## config.mk

```make
export PLATFORM = sky130hd
export DESIGN_NAME = cmp_arbiter
export DESIGN_NICKNAME = d
export VERILOG_FILES = /design/src/rtl/cmp_arbiter.sv
export SDC_FILE = /design/constraint.sdc
export NUM_CORES = 1
export LEC_CHECK = 0
export ABC_AREA = 1
export BUFFER_PORTS_ARGS = -buffer_cell sky130_fd_sc_hd__buf_2
export CORE_MARGIN = 4
export CORE_UTILIZATION = 49
export CTS_CLUSTER_DIAMETER = 40
export DETAILED_ROUTE_END_ITERATION = 12
export HOLD_SLACK_MARGIN = 0.02
export PLACE_DENSITY_LB_ADDON = 0.15
export SYNTH_ARGS = -nofsm -noshare
export SYNTH_HDL_FRONTEND = slang
export SYNTH_SLANG_ARGS = --single-unit
```

## constraint.sdc

```tcl
create_clock -name clk -period 3.3 [get_ports clk]
set_input_delay 0.33 -clock clk [delete_from_list [all_inputs] [get_ports clk]]
set_output_delay 0.33 -clock clk [all_outputs]
set_load 0.02 [all_outputs]
```

## src/rtl/cmp_arbiter.sv

```systemverilog
// Two-requester arbiter sharing one external equality comparator; optional macro CMP_ARB_FIXED_PRIO_EN.
// Latency: request accepted in cycle N, response valid at N+2, back in IDLE at N+3 if rsp_ready is high.
// Backpressure: one request in flight; both req ready stay low until the owner's response is consumed.
module cmp_arbiter #(
  parameter int WIDTH = 32
) (
  input  logic             clk,
  input  logic             reset_n,
  input  logic             req0_valid,
  input  logic [WIDTH-1:0] req0_a,
  input  logic [WIDTH-1:0] req0_b,
  output logic             req0_ready,
  output logic             rsp0_valid,
  output logic             rsp0_eq,
  input  logic             rsp0_ready,
  input  logic             req1_valid,
  input  logic [WIDTH-1:0] req1_a,
  input  logic [WIDTH-1:0] req1_b,
  output logic             req1_ready,
  output logic             rsp1_valid,
  output logic             rsp1_eq,
  input  logic             rsp1_ready,
  output logic [WIDTH-1:0] cmp_a,
  output logic [WIDTH-1:0] cmp_b,
  input  logic             cmp_y,
  output logic             busy
);

  typedef enum logic [1:0] {
    IDLE    = 2'd0,
    COMPARE = 2'd1,
    RESPOND = 2'd2
  } state_t;

  state_t           state_q;
  logic             owner_q;       // 1 = requester 1 owns the transaction in flight
  logic             last_grant_q;  // requester granted most recently
  logic [WIDTH-1:0] cmp_a_q, cmp_b_q;
  logic [WIDTH-1:0] cmp_a_d, cmp_b_d;
  logic             rsp0_valid_q, rsp0_eq_q;
  logic             rsp1_valid_q, rsp1_eq_q;
  logic             idle;
  logic             win1;
  logic             hs0, hs1;
  logic             owner_rsp_ready;

  assign idle = (state_q == IDLE);

`ifdef CMP_ARB_FIXED_PRIO_EN
  // Requester 0 always wins a tie; history is ignored.
  assign win1 = req1_valid & ~req0_valid;
`else
  // Round-robin: requester 1 wins a tie only if requester 0 was granted last.
  assign win1 = req1_valid & (~req0_valid | ~last_grant_q);
`endif

  assign req0_ready = idle & req0_valid & ~win1;
  assign req1_ready = idle & win1;
  assign hs0        = req0_valid & req0_ready;
  assign hs1        = req1_valid & req1_ready;

  // Operand pair of whichever requester wins this cycle.
  assign cmp_a_d = win1 ? req1_a : req0_a;
  assign cmp_b_d = win1 ? req1_b : req0_b;

  assign owner_rsp_ready = owner_q ? rsp1_ready : rsp0_ready;

  assign cmp_a      = cmp_a_q;
  assign cmp_b      = cmp_b_q;
  assign rsp0_valid = rsp0_valid_q;
  assign rsp0_eq    = rsp0_eq_q;
  assign rsp1_valid = rsp1_valid_q;
  assign rsp1_eq    = rsp1_eq_q;
  assign busy       = ~idle;

  // Transaction FSM: accept, sample comparator, hold response until consumed.
  always_ff @(posedge clk or negedge reset_n) begin
    if (!reset_n) begin
      state_q      <= IDLE;
      owner_q      <= 1'b0;
      last_grant_q <= 1'b1;
      cmp_a_q      <= '0;
      cmp_b_q      <= '0;
      rsp0_valid_q <= 1'b0;
      rsp0_eq_q    <= 1'b0;
      rsp1_valid_q <= 1'b0;
      rsp1_eq_q    <= 1'b0;
    end else begin
      case (state_q)
        IDLE: begin
          if (hs0 | hs1) begin
            cmp_a_q      <= cmp_a_d;
            cmp_b_q      <= cmp_b_d;
            owner_q      <= hs1;
            last_grant_q <= hs1;
            state_q      <= COMPARE;
          end
        end
        COMPARE: begin
          if (owner_q) begin
            rsp1_eq_q    <= cmp_y;
            rsp1_valid_q <= 1'b1;
          end else begin
            rsp0_eq_q    <= cmp_y;
            rsp0_valid_q <= 1'b1;
          end
          state_q <= RESPOND;
        end
        RESPOND: begin
          if (owner_rsp_ready) begin
            rsp0_valid_q <= 1'b0;
            rsp1_valid_q <= 1'b0;
            state_q      <= IDLE;
          end
        end
        default: state_q <= IDLE;
      endcase
    end
  end

endmodule

```

==> metrics.md <==
| Metric | Value |
|---|---|
| Status | `complete, no violations` |
| Syn_nets | `666` |
| CTS Buf Count | `9` |
| Tcrit/Tclk final | `0.779` |
| DR pass1 iterations | `4` |
| Drt drc | `0` |
| Final setup vio count | `0` |
| Layout Nets | `847` |
| Antenna violations before repair | `0` |
| Via count | `4076` |
| Most frequent cells after synthesis | `nand2_1 (275), nand3_1 (131), dfrtp_1 (71), buf_2 (26)` |
| Slowest stage cell, crit path | `buf_4` |
| Largest stage delay on the critical path | `0.55 ns` |
| Post-route setup slack | `0.730 ns` |
| Post-CTS setup buffer count | `0` |
| Die Y | `95.9 um` |
| Depth of the CTS H-tree | `3` |
| Metal1 wirelength | `4500 um` |
| Path category of the worst min-delay check | `in -> async` |
| Total Wirelength | `11000 um` |
| Clk sink count | `72` |
| Dominant synthesized flop cell | `dfrtp_1` |
| Placement Rows | `31` |
| Top cell type's share of synthesized area | `0.469` |
| Largest net degree at the start of global routing | `73` |
| Clk Latency, worst-skew pair | `0.34 ns` |
| Final setup TNS | `0 ns` |
| Root Driver | `clkbuf_8` |
| Multi-input logic area | `0.00174 mm^2` |
| 1st-iter DRT viols | `217` |
| Startpoint Class | `register` |
| Endpoint type of the worst setup path | `output port` |
| Met3 WL | `724 um` |
| EDFF count, synth | `0` |
| Die X | `95.9 um` |
| Initial Util | `0.514` |
| Global route overflow | `0` |
| Worst Tran Pin Value | `0.886 ns` |
| Vias/cell | `5.00` |
| Final Max Slew Viols | `0` |
| N_diodes | `0` |
| Mapped Area | `0.00379 mm^2` |
| I/O pins | `206` |
| Highest routed layer | `met4` |
| Worst Path Max Fanout | `67` |
| Hold-fix buffers, CTS | `0` |
| Avg Cell Area, Syn | `7.13 um^2` |
| Clock Skews | `0.00999 ns` |
| Post-CTS Resized | `0` |
| Area contributors post-synth | `dfrtp_1 (47%), nand2_1 (27%), nand3_1 (17%)` |
| GPL Wtd Cong | `0.818` |
| Required @ worst endpoint | `2.97 ns` |
| PwrDens | `897 mW/mm^2` |
| Reg2reg path depth | `7` |
| Post-synth cell types | `16` |
| Max-Cap Viols | `0` |
| Syn. warnings | `0` |
| CTS tree | `built` |
| Share of post-route cells with drive strength above 1 | `0.321` |
| WL/cell | `13.5 um` |
| Register bit total from synthesis | `72` |
| Area leader, netlist | `dfrtp_1` |
| Post-DP HPWL | `7730 um` |
| Leak Pwr | `3.06 nW` |
| Async SR Flop Fraction | `1.00` |
| Most common cell in the netlist | `nand2_1` |
| Reg-to-reg slack, setup | `1.18 ns` |
| Reg2reg start | `last_grant_q` |
| Crit path time final | `2.57 ns` |
| Max-slew headroom | `0.409` |
| Port bufs | `205` |
| Fill count | `686` |
| CP Cell Sequence | `nand2_2 > nand3_2 > buf_4 > inv_1 > buf_2` |
| Die ar. | `0.00920 mm^2` |
| Max Fclk | `389 MHz` |
| FF+latch area | `0.00180 mm^2` |
| Overall Global Routing Usage | `0.238` |
| Routed length on met2 | `5580 um` |
| RSZ-0062 raised after global routing | `no` |
| Worst r2r dst | `cmp_a[6]` |
| Syn Inst Count | `531` |
| Final hold slack | `0.106 ns` |
| Max VDD drop | `436 uV` |
| Critical Path AT | `2.24 ns` |
| Hold Vio Cnt, Final | `0` |
| Sequential-to-total area share from yosys stat | `0.476` |
| Total core area | `0.00737 mm^2` |
| Max clock buf depth | `2` |
| Number of global-route vias before repair | `3825` |
| First-pass GRT wire length | `17200 um` |
| Pre-CTS setup slack | `1.08 ns` |
| Area delta synth->final | `30.7%` |
| DRT antenna net count | `0` |
| Reg clk slew, reported paths | `0.07 ns` |
| Crit Path Class | `reg -> out` |
## layout make-up
class	count	area share
repair buffers	211	0.219
flip-flops and latches	72	0.364
clock buffers	16	0.0364
well taps	99	0.0250
inverters	5	0.00379
multi-input cells	413	0.351
## stage by stage
stage	instances	total power, W	util	cell area (um^2)
2_1_floorplan	531	0.00311	-	3790
3_3_place_gp	800	0.00378	0.647	4770
3_5_place_dp	800	0.00384	0.647	4770
4_1_cts	816	0.00448	0.671	4950
5_1_grt	816	0.00478	0.671	4950
6_report	816	0.00444	0.671	4950
## placed cells by master (no fill, tap or decap), types with 2 or more instances in the layout
master      n
nand2_2     4
inv_1       5
nand2_1   272
clkbuf_1    4
buf_2     204
dfrtp_1    71
buf_4       6
o21ai_0     2
nand3_1   131
clkbuf_8   12
## per-layer routing
metal	GRT usage	vias to the layer above
met5	0	-
met4	0.0818	0
met3	0.0414	17
met2	0.418	141
met1	0.294	1865
li1	-	2053
## worst max-delay path, delay by kind of cell (launching register included)
kind	cells	cell delay (ns)
simple gates	2	0.55
flops	1	0.54
buf+inv	3	0.80
## kinds of logic after synthesis
| group | synth area share |
|---|---|
| compound gates | 0.00396 |
| buf+inv | 0.0671 |
| flops | 0.476 |
| simple gates | 0.453 |
## state kept, by name, indices dropped and copies added (netlist names)
| signal | count |
|---|---|
| cmp_a | 32 |
| rsp1_eq | 1 |
| rsp1_valid | 1 |
| last_grant_q | 1 |
| cmp_b | 32 |
| rsp0_valid | 1 |
| owner_q | 1 |
| rsp0_eq | 1 |
| state_q | 2 |
## worst max path at each step
stage	from	endpoint	slack, ns	depth (start not counted)
2_1_floorplan	state_q[0]	req0_ready	1.64	5
3_3_place_gp	last_grant_q	req1_ready	1.12	5
3_5_place_dp	last_grant_q	req1_ready	1.08	5
4_1_cts	last_grant_q	req1_ready	0.72	5
5_1_grt	last_grant_q	req1_ready	0.55	5
6_report	last_grant_q	req1_ready	0.73	5
## report_power, final
group | internal, W | total, W | switching (W)
clock network | 0.000337 | 0.000642 | 0.000305
registers | 0.00131 | 0.00154 | 0.000231
logic | 0.000726 | 0.00226 | 0.00153
(Power assumes the default switching activity.)
